[config.mk]
export PLATFORM = sky130hd
export DESIGN_NAME = cpu_mem_arbiter
export DESIGN_NICKNAME = d
export VERILOG_FILES = /design/src/rtl/cpu_mem_arbiter.sv
export SDC_FILE = /design/constraint.sdc
export NUM_CORES = 1
export LEC_CHECK = 0
export ABC_AREA = 1
export CAP_MARGIN = 20
export CORE_MARGIN = 8
export CORE_UTILIZATION = 44
export CTS_CLUSTER_DIAMETER = 30
export DETAILED_ROUTE_END_ITERATION = 8
export GPL_ROUTABILITY_DRIVEN = 0
export PLACE_DENSITY_LB_ADDON = 0.08
export SYNTH_ARGS = -nofsm -noshare
export SYNTH_HDL_FRONTEND = slang
export SYNTH_SLANG_ARGS = --single-unit
[constraint.sdc]
create_clock -name clk -period 2.2 [get_ports clk]
set_input_delay 0.33 -clock clk [delete_from_list [all_inputs] [get_ports clk]]
set_output_delay 0.33 -clock clk [all_outputs]
set_load 0.01 [all_outputs]
[src/rtl/cpu_mem_arbiter.sv]
// Single-port memory arbiter between instruction fetch and load/store.
// Data is preferred, bounded by a streak limit; a watchdog aborts stuck accesses.
module cpu_mem_arbiter #(
   parameter int unsigned ADDR_WIDTH      = 32,
   parameter int unsigned MAX_DATA_STREAK = 4,
   parameter int unsigned TIMEOUT         = 255
) (
   input  logic                  clk,
   input  logic                  rst_n,
   input  logic                  instr_req,
   input  logic [ADDR_WIDTH-1:0] instr_addr,
   output logic                  instr_ack,
   output logic [31:0]           instr_rdata,
   input  logic                  data_req,
   input  logic                  data_we,
   input  logic [ADDR_WIDTH-1:0] data_addr,
   input  logic [31:0]           data_wdata,
   input  logic [3:0]            data_be,
   output logic                  data_ack,
   output logic [31:0]           data_rdata,
   output logic                  mem_req,
   output logic                  mem_we,
   output logic [ADDR_WIDTH-1:0] mem_addr,
   output logic [31:0]           mem_wdata,
   output logic [3:0]            mem_be,
   input  logic [31:0]           mem_rdata,
   input  logic                  mem_ready,
   output logic                  timeout_err
);

   typedef enum logic [1:0] {
      IDLE,
      GRANT_I,
      GRANT_D
   } state_t;

   localparam logic [2:0] STREAK_MAX = 3'(MAX_DATA_STREAK);
   localparam logic [7:0] WDOG_LAST  = 8'(TIMEOUT - 1);

   state_t     state;
   logic [2:0] streak;
   logic [7:0] wdog;
   logic       pick_d;
   logic       pick_i;
   logic       expire;
   logic       finish;

   always_comb begin
      pick_d = data_req && (!instr_req || (streak < STREAK_MAX));
      pick_i = instr_req && !pick_d;
      // expiry means this cycle would be the TIMEOUT-th unanswered one
      expire = !mem_ready && (wdog == WDOG_LAST);
      finish = mem_ready || expire;
   end

   always_ff @(posedge clk or negedge rst_n) begin
      if (!rst_n) begin
         state       <= IDLE;
         streak      <= 3'd0;
         wdog        <= 8'd0;
         instr_ack   <= 1'b0;
         instr_rdata <= 32'h0;
         data_ack    <= 1'b0;
         data_rdata  <= 32'h0;
         mem_req     <= 1'b0;
         mem_we      <= 1'b0;
         mem_addr    <= '0;
         mem_wdata   <= 32'h0;
         mem_be      <= 4'h0;
         timeout_err <= 1'b0;
      end else begin
         instr_ack <= 1'b0;
         data_ack  <= 1'b0;
         unique case (state)
            IDLE: begin
               unique case (1'b1)
                  pick_d: begin
                     state     <= GRANT_D;
                     wdog      <= 8'd0;
                     mem_req   <= 1'b1;
                     mem_we    <= data_we;
                     mem_addr  <= data_addr;
                     mem_wdata <= data_wdata;
                     mem_be    <= data_be;
                     if (!instr_req)
                        streak <= 3'd0;
                     else if (streak != 3'd7)
                        streak <= streak + 3'd1;
                  end
                  pick_i: begin
                     state     <= GRANT_I;
                     wdog      <= 8'd0;
                     streak    <= 3'd0;
                     mem_req   <= 1'b1;
                     mem_we    <= 1'b0;
                     mem_addr  <= instr_addr;
                     mem_wdata <= 32'h0;
                     mem_be    <= 4'hF;
                  end
                  default: ;
               endcase
            end
            GRANT_I, GRANT_D: begin
               if (finish) begin
                  state     <= IDLE;
                  mem_req   <= 1'b0;
                  mem_we    <= 1'b0;
                  mem_addr  <= '0;
                  mem_wdata <= 32'h0;
                  mem_be    <= 4'h0;
                  if (!mem_ready)
                     timeout_err <= 1'b1;
                  if (state == GRANT_I) begin
                     instr_ack   <= 1'b1;
                     instr_rdata <= mem_ready ? mem_rdata : 32'h0;
                  end else begin
                     data_ack   <= 1'b1;
                     data_rdata <= mem_ready ? mem_rdata : 32'h0;
                  end
               end else begin
                  wdog <= wdog + 8'd1;
               end
            end
            default: state <= IDLE;
         endcase
      end
   end

endmodule
==> results of run 1 <==
==> worst max path at each step <==
stage	from	end	slack [ns]	cells past startpoint
3_5_place_dp	data_req	mem_addr[23]	0.23	7
2_1_floorplan	state[0]	mem_addr[10]	0.55	9
4_1_cts	state[0]	mem_addr[17]	0.29	9
3_3_place_gp	data_req	mem_addr[23]	0.24	7
5_1_grt	state[0]	mem_addr[4]	0.17	9
6_report	state[0]	mem_addr[17]	0.30	9
==> repair_timing <==
item | CTS | global route
hold buffers | 1 | 0
resized for setup | 0 | 0
endpoints found under the hold margin | 30 | 0
==> flip-flops by register name, summed over array words and instances, names as in the netlist <==
register and count:
data_rdata 32, instr_rdata 32, mem_addr 32, mem_wdata 32, wdog 8, mem_be 4, streak 3, state 2
data_ack 1, instr_ack 1, mem_req 1, mem_we 1, timeout_err 1
==> layout make-up <==
class | instances | area, µm²
Fill cell | 1379 | 5210
Sequential cell | 150 | 3750
Tap cell | 216 | 270
Inverter | 113 | 424
Antenna cell | 1 | 2.50
Timing Repair Buffer | 288 | 2910
Clock inverter | 10 | 143
Clock buffer | 22 | 474
Multi-Input combinational cell | 501 | 2410
==> worst reg2reg max path, cell delays in order (launching register included) <==
cell and delay, ns:
dfrtp_1 0.38, inv_1 0.05, ha_1 0.37, inv_1 0.18
nor2_2 0.20, nand2_4 0.10, nand2_4 0.10, buf_12 0.23
nand2_1 0.11, o21ai_1 0.10
==> kinds of logic (layout without fill, tap and decap cells) <==
kind of cell | Yosys count | after routing | share of synthesized area [%]
buf+inv | 156 | 433 | 10.8
compound gates | 142 | 142 | 12.8
xor+xnor | 1 | 1 | 0.127
flops | 150 | 150 | 54.3
simple gates | 352 | 352 | 20.9
fa+ha+maj | 6 | 6 | 1.09
other cells | 0 | 1 | 0
==> through the flow <==
stage / setup slack, ns / util [%]
after global placement: 0.240 / 62.6
final: 0.298 / 66.6
after CTS: 0.288 / 66.6
after detailed placement: 0.231 / 62.6
after global routing: 0.173 / 66.6
after floorplan: 0.553 / -
==> per-layer routing <==
layer	vias to the layer above	GRT usage, %	part of all wire, %
met2	157	33.1	51
li1	3030	-	-
met5	-	0	0
met4	0	9.16	2.9
met1	2730	24.2	40
met3	30	4.91	5.8
==> power by group <==
part / switching [mW] / internal, mW
Sequential: 0.478 / 3.72
Clock: 1.14 / 1.88
Combinational: 3.04 / 2.73
Total: 4.65 / 8.33
==> synthesized netlist by cell type (6+ instances only) <==
cell type / number / area share [%]
o21ai_0: 8 / 0.58
ha_1: 6 / 1.1
buf_2: 7 / 0.51
nand2_1: 285 / 15
nor2_1: 8 / 0.43
nand3_1: 44 / 3.2
inv_1: 111 / 6.0
dfrtp_1: 150 / 54
buf_6: 20 / 3.3
o21ai_2: 40 / 5.1
o21ai_1: 88 / 6.4
clkbuf_1: 15 / 0.82
==> impl_metrics.ini, run 1 <==
[global_route]
track_usage_pct = 20.0
grt_max_degree = 66
grt_overflow = 0
antenna_found_initial = 1
grt_pass1_wl_mm = 31.2
grt_pass1_vias = 5805

[die]
dieArea_mm2 = 0.0200
coreArea_mm2 = 0.0156
fp.dieH_um = 141
die_x_um = 141
io_pins = 275
start_util_pct = 44.3
num_rows = 46

[critical_path]
r2r_setup_slack_ns = 0.30
arrival_ns = 2.24
path_class = register to register
cp_cell_sequence = inv_1 > ha_1 > inv_1 > nor2_2 > nand2_4 > nand2_4 > buf_12 > nand2_1 > o21ai_1
cp_max_fo = 56
critPathMaxStageDelay_ns = 0.38
crit_path_start_kind = register
cpMaxStageDelayCell = dfrtp_1
r2r-start = state[0]
critPathCaptureType = register
worst-path-buf-inv = 3
required_ns = 2.53
crit_family = simple AND/OR/NAND/NOR gates
reg2reg_to = mem_addr[17]
rr_worst_depth = 9

[sta]
fin_crit_ns = 1.90
maxSlewViolCount = 0
rsz0062_at_grt = false
setup_tns_ns = 0
final-setup-viol-count = 0
min_period_over_period_pct = 86.5
timing.hold.ws_ns = 0.355
worst_pin_slew_ns = 0.651
relSlewSlack_pct = 56.5
fin_skew_ns = 0.00819
fmax_mhz = 526
hold_viol = 0

[route]
wl_mm = 19.8
routed_via_density = 4.57
drtAntennaViolNets = 0
wl_per_cell_um = 15.2
vias = 5947
dr.first_iter.drc_count = 327
drc = 0
drtPass1Iterations = 4

[synth]
synthArstFlopShare_pct = 100
ys_ff_latch = 150
syn_inst = 807
synth-main-ff-cell = dfrtp_1
ys_seq_area_share_pct = 54.3
synth_edf_count = 0
ys_types = 26
yosysWarnings = 0
synth.cell_area_mm2 = 0.00691
synth.net_count = 951
avgSynthCellArea_um2 = 8.56

[place]
dp_cells = 1267
hpwl_mm = 14.3
port_buffers = 274
dpl_cell_area_mm2 = 0.00976

[clock_network]
clk_pin_slew_ns = 0.06
cts_setup_buffers = 0
cts_max_level = 4
cts_buffers = 17
cts_max_path_buffers = 2
insertion_delay_ns = 0.42
cts_tree = built
cts.sinks = 150
cts-root-buf = clkbuf_16

[final_layout]
layout_commonest_cell = nand2_1
final_cell_area_mm2 = 0.0104
drive_gt1_share_pct = 9.23
syn_to_final_growth_pct = 50.5
nNetsFinal = 1215
stdcell_count = 1301
layout_common_cells = nand2_1 (285), clkdlybuf4s50_1 (273), dfrtp_1 (150), inv_1 (111), o21ai_1 (88)

[min_path]
hold_path_class = input pin to async pin

[job]
maxCapViolations = 0

[power]
p_per_area_mw_per_mm2 = 1250
vdd_drop_max_v = 0.000884
leakage_nw = 5.01
finalPower_mw = 13.0

[status]
status = complete, no violations
No activity file was read; power rests on OpenSTA's default activity.
==> run 2, diff against run 1 <==
ABC_AREA = unset   (was 1)
CORE_UTILIZATION = 43   (was 44)
clock period = 1.8 ns   (was 2.2 ns; I/O delays follow)
==> run 2 against run 1 <==
Effect of this change: the run now ends with setup timing left; first-iteration DRC count down 52%; clock-buffer cell count is 2 higher; sequential cell count did not move; critical path type unchanged; largest cell class unchanged; highest routed layer unchanged.
==> impl_metrics.ini, run 2 <==
[status]
status = complete, but fails checks
failed_checks = setup timing

[power]
power_frac_seq_pct = 30.0
leakage_nw = 4.87
switching_share_pct = 31.8
internal_power_mw = 12.3
p_switching_mw = 5.74
vdd_drop_max_v = 0.000870
finalPower_mw = 18.1
clock_power_share_pct = 22.8
p_per_area_mw_per_mm2 = 1700
power_frac_comb_pct = 47.1

[sta]
timing.hold.ws_ns = 0.264
fin_skew_ns = 0.00687
relSlewSlack_pct = 73.8
maxSlewViolCount = 0
final-setup-viol-count = 56
layout_setup_ws_ns = -0.0433
min_period_over_period_pct = 102
fmax_mhz = 543
rsz0062_at_grt = true
setup_tns_ns = -1.30
hold_viol = 0
fin_crit_ns = 1.84
worst_pin_slew_ns = 0.388

[global_route]
grt_max_degree = 66
grt_overflow = 0
track_usage_pct = 19.8
grt_pass1_wl_mm = 30.3
antenna_found_initial = 0
grt_pass1_vias = 5610

[route]
vias = 5074
wl_per_cell_um = 20.0
dr.first_iter.drc_count = 158
drc = 0
wl_mm = 19.7
drtAntennaViolNets = 0
routed_via_density = 5.17
drtPass1Iterations = 5

[synth]
yosys.area_share.xor_xnor_pct = 0
synthAdderAreaFrac_pct = 1.15
synth_top_family_by_area = multiplexers
synth_area_leaders = dfrtp_1 (58%), mux2_4 (6.7%), mux2_2 (6.0%)
ys_ff_latch = 150
synthSimpleGateAreaFrac_pct = 7.73
yosysWarnings = 0
synth.net_count = 621
synth_top_cell_area_share_pct = 57.5
synth_common_cells = dfrtp_1 (150), o2bb2ai_1 (37), and2_1 (35), mux2_2 (35)
synth_compound_area_share_pct = 12.3
synth.cell_area_mm2 = 0.00653
ys_seq_area_share_pct = 57.5
synthArstFlopShare_pct = 100
synth_edf_count = 0
synth.area.mux_share_pct = 17.8
avgSynthCellArea_um2 = 13.7
yosysTopAreaCell = dfrtp_1
syn_inst = 477
ys_types = 44
synth_most_common_cell = dfrtp_1
synth-main-ff-cell = dfrtp_1

[final_layout]
drive_gt1_share_pct = 19.5
layout_commonest_cell = clkdlybuf4s50_1
antenna_cells = 0
syn_to_final_growth_pct = 62.7
fillers = 1043
stdcell_count = 981
layout_common_cells = clkdlybuf4s50_1 (273), dfrtp_1 (150), mux2_4 (50), o2bb2ai_1 (35), and2_1 (34)
final_cell_area_mm2 = 0.0106
nNetsFinal = 924

[critical_path]
cp_max_fo = 13
critPathLaunch = state[1]
crit_path_start_kind = register
cpMaxStageDelayCell = dfrtp_1
path_class = register to register
required_ns = 2.10
cp_cell_sequence = inv_2 > ha_4 > and2_4 > a31oi_4 > nand2b_4 > buf_12 > mux2_4
critPathCaptureType = register
r2r_setup_slack_ns = -0.04
arrival_ns = 2.14
r2r-start = state[1]
critPathMaxStageDelay_ns = 0.39
rr_worst_depth = 7
reg2reg_to = instr_rdata[31]
crit_path_end = instr_rdata[31]

[die]
io_pins = 275
die_x_um = 139
fp.dieH_um = 139
dieArea_mm2 = 0.0194
num_rows = 45
start_util_pct = 43.4
coreArea_mm2 = 0.0150

[place]
hpwl_mm = 14.2
port_buffers = 274
dp_cells = 945
dpl_cell_area_mm2 = 0.00975

[min_path]
hold_path_class = input pin to async pin

[clock_network]
cts_tree = built
cts_max_path_buffers = 2
insertion_delay_ns = 0.42
cts_buffers = 17
cts-root-buf = clkbuf_16
cts_max_level = 4
cts.sinks = 150
clk_pin_slew_ns = 0.06

[job]
maxCapViolations = 0
-- run 2: through the flow --
step / util [%] / setup WS (ns)
CTS: 69.5 / -0.0562
detailed placement: 64.8 / -0.155
finish: 70.6 / -0.0433
global route: 70.6 / -0.110
global placement: 64.8 / -0.123
floorplan: - / -0.0289
-- run 2: worst min-delay path by stage --
stage	cells past startpoint	slack (ns)	startpoint	endpoint
2_1_floorplan	0	-0.03	rst_n	data_ack
3_3_place_gp	1	0.12	rst_n	data_rdata[12]
3_5_place_dp	1	0.12	rst_n	instr_rdata[12]
4_1_cts	2	0.25	rst_n	instr_rdata[12]
5_1_grt	2	0.26	rst_n	instr_rdata[6]
6_report	2	0.26	rst_n	instr_rdata[6]
-- run 2: critical path: cells and delay by family (launching register included) --
| family | cells | cell delay [ns] |
|---|---|---|
| mux | 1 | 0.31 |
| simple gates | 2 | 0.35 |
| compound gates | 1 | 0.19 |
| flops | 1 | 0.39 |
| buf+inv | 2 | 0.25 |
| fa+ha+maj | 1 | 0.22 |
-- run 2: kinds of logic after synthesis --
kind of cell    count (synthesis)
buf+inv                        39
simple gates                   89
compound gates                 96
fa+ha+maj                       6
flops                         150
mux                            97
-- run 2: layout make-up --
type	count	area (µm²)	area share, %
sequential	150	3750	35.4
timing repair buffer	315	3210	30.3
multi-input combinational	288	2690	25.3
clock buffer	24	502	4.73
tap	188	235	2.22
clock inverter	8	190	1.79
inverter	8	30.0	0.283
-- run 2: what timing repair did --
action,4_1_cts,5_1_grt
endpoints found under the setup margin,37,128
endpoints found under the hold margin,55,0
cloned,0,2
hold buffers,1,0
gates resized for setup,0,29
buffers inserted,0,1
pin swaps,0,4
-- run 2: per-layer routing --
layer  global-route usage, %  routed length [µm]  vias up
li1                        -                   -     2355
met1                    23.0                8320     2488
met2                    32.4                9430      210
met3                    8.36                1620       21
met4                    6.59                 289        0
met5                       0                   0        -
-- run 2: power by group through the flow --
| stage | clock, mW | combinational [mW] | sequential (mW) |
|---|---|---|---|
| after floorplan | 0 | 3.32 | 5.85 |
| after global placement | 0 | 7.85 | 5.39 |
| after detailed placement | 0 | 8.06 | 5.41 |
| after CTS | 4.19 | 8.07 | 5.40 |
| after global routing | 4.34 | 9.09 | 5.58 |
| final | 4.12 | 8.51 | 5.43 |
==> run 3, diff against run 2 <==
CORE_UTILIZATION = 44   (was 43)
CTS_BUF_LIST = sky130_fd_sc_hd__clkbuf_4   (was unset)
==> run 3 against run 2 <==
Effect of this change: the run still ends with setup timing left; clock skew up 0.013 ns; register-to-register slack worse by 0.04 ns; core utilization is 4.1 points higher; cell area rose by 2.3%; sequential power fell by 1%; routed wire length increased by 2.5%; power shrank 4.6%; critical path type unchanged; largest cell class is now non-clock buffers; largest power group unchanged; highest routed layer unchanged.
==> impl_metrics.ini, run 3 (synthesis results as in run 2) <==
[status]
status = complete, but fails checks
failed_checks = setup timing

[clock_network]
cts_tree = built
insertion_delay_ns = 0.54
cts-root-buf = clkbuf_4
cts_buffers = 17
cts.sinks = 150
clk_pin_slew_ns = 0.11
cts_max_level = 4
cts_max_path_buffers = 2

[sta]
setup_tns_ns = -2.88
timing.hold.ws_ns = 0.0863
fin_skew_ns = 0.0197
rsz0062_at_grt = true
layout_setup_ws_ns = -0.0792
min_period_over_period_pct = 104
worst_pin_slew_ns = 0.525
relSlewSlack_pct = 65.0
maxSlewViolCount = 0
fmax_mhz = 532
fin_crit_ns = 1.88
hold_viol = 0
final-setup-viol-count = 79

[die]
coreArea_mm2 = 0.0145
io_pins = 275
fp.dieH_um = 138
die_x_um = 138
start_util_pct = 44.9
dieArea_mm2 = 0.0190
num_rows = 44

[critical_path]
cpMaxStageDelayCell = dfrtp_1
path_class = register to register
r2r-start = state[1]
cp_max_fo = 21
cp_cell_sequence = inv_2 > ha_4 > and2_4 > a31oi_4 > buf_4 > nor2_4 > buf_12 > mux2_2
critPathMaxStageDelay_ns = 0.38
crit_path_end = data_rdata[29]
critPathLaunch = state[1]
rr_worst_depth = 8
r2r_setup_slack_ns = -0.08
crit_path_start_kind = register
arrival_ns = 2.31
critPathCaptureType = register
required_ns = 2.23
reg2reg_to = data_rdata[29]

[power]
clock_power_share_pct = 13.2
power_frac_comb_pct = 55.7
p_switching_mw = 5.94
switching_share_pct = 34.5
power_frac_seq_pct = 31.1
p_per_area_mw_per_mm2 = 1590
leakage_nw = 6.25
internal_power_mw = 11.3
vdd_drop_max_v = 0.00108

[final_layout]
stdcell_count = 1006
layout_commonest_cell = clkdlybuf4s50_1
drive_gt1_share_pct = 24.3
nNetsFinal = 954
syn_to_final_growth_pct = 66.3
antenna_cells = 0
layout_common_cells = clkdlybuf4s50_1 (161), dfrtp_1 (150), dlymetal6s2s_1 (86), buf_4 (42), mux2_4 (39)

[global_route]
grt_pass1_wl_mm = 29.1
antenna_found_initial = 0
grt_max_degree = 97
grt_pass1_vias = 5384
track_usage_pct = 19.7
grt_overflow = 0

[min_path]
hold_path_class = input pin to async pin

[route]
drc = 0
dr.first_iter.drc_count = 256
routed_via_density = 5.20
drtAntennaViolNets = 0
vias = 5235
drtPass1Iterations = 4
wl_mm = 20.2
wl_per_cell_um = 20.0

[place]
hpwl_mm = 14.0
dpl_worst_slack_ns = -0.225
dp_cells = 941
port_buffers = 274

[job]
maxCapViolations = 0
run 3: changes by cell type in the layout (fill, tap and decap cells not counted), sizes merged:
cell / previous run / this run
clkdlybuf4s50: 273 / 161
clkinvlp: 0 / 2
buf: 39 / 65
clkinv: 2 / 5
bufinv: 6 / 4
dlygate4sd2: 0 / 26
dlymetal6s2s: 0 / 86
run 3: routing by layer:
layer	global-route usage (%)	wire length [µm]	part of all wire (%)
met1	23.9	7910	39
met2	31.9	10100	50
met3	8.21	1910	9.5
met4	5.25	265	1.3
met5	0	0	0
run 3: worst max-delay path: cells and delay by family (launching register included):
family | cells | cell delay (ns)
AND/OR/NAND/NOR | 2 | 0.29
flip-flops | 1 | 0.38
AO/OA/AOI/OAI | 1 | 0.03
buffers and inverters | 3 | 0.41
adder cells (fa/ha/maj) | 1 | 0.30
multiplexers | 1 | 0.35
run 3: area by class of cell:
class,count,area [µm²]
Timing Repair Buffer,345,3770
Sequential cell,150,3750
Fill cell,1004,3680
Multi-Input combinational cell,288,2760
Tap cell,184,230
Clock inverter,11,158
Clock buffer,20,150
Inverter,8,30.0
run 3: timing repair:
item | CTS | global route
buffers inserted | 6 | 19
gates resized for setup | 41 | 126
hold buffers | 1 | 0
gates cloned | 1 | 9
endpoints found under the hold margin | 150 | 0
pin swaps | 2 | 32
setup endpoints to repair | 131 | 225
run 3: power groups by stage:
stage                     clock network, mW  registers (mW)  logic, mW
after floorplan                           0            5.85       3.32
after global placement                    0            5.37       7.75
after CTS                              2.32            5.36       8.04
final                                  2.27            5.36       9.59
after global routing                   2.47            5.50       10.2
after detailed placement                  0            5.39       7.98
run 3: worst min-delay path by stage:
stage | startpoint | end | slack [ns] | cells past startpoint
floorplan | rst_n | data_ack | -0.03 | 0
global placement | rst_n | instr_rdata[8] | 0.07 | 1
detailed placement | rst_n | instr_rdata[8] | 0.07 | 1
CTS | rst_n | instr_rdata[8] | 0.04 | 2
global route | rst_n | instr_rdata[8] | 0.06 | 2
finish | rst_n | instr_rdata[8] | 0.09 | 2
run 3: stage by stage:
stage	power [mW]	utilization (%)	instance area (µm²)
3_3_place_gp	13.1	66.9	9730
5_1_grt	18.2	74.7	10900
4_1_cts	15.7	69.8	10100
3_5_place_dp	13.4	66.9	9730
6_report	17.2	74.7	10900
2_1_floorplan	9.18	-	6550
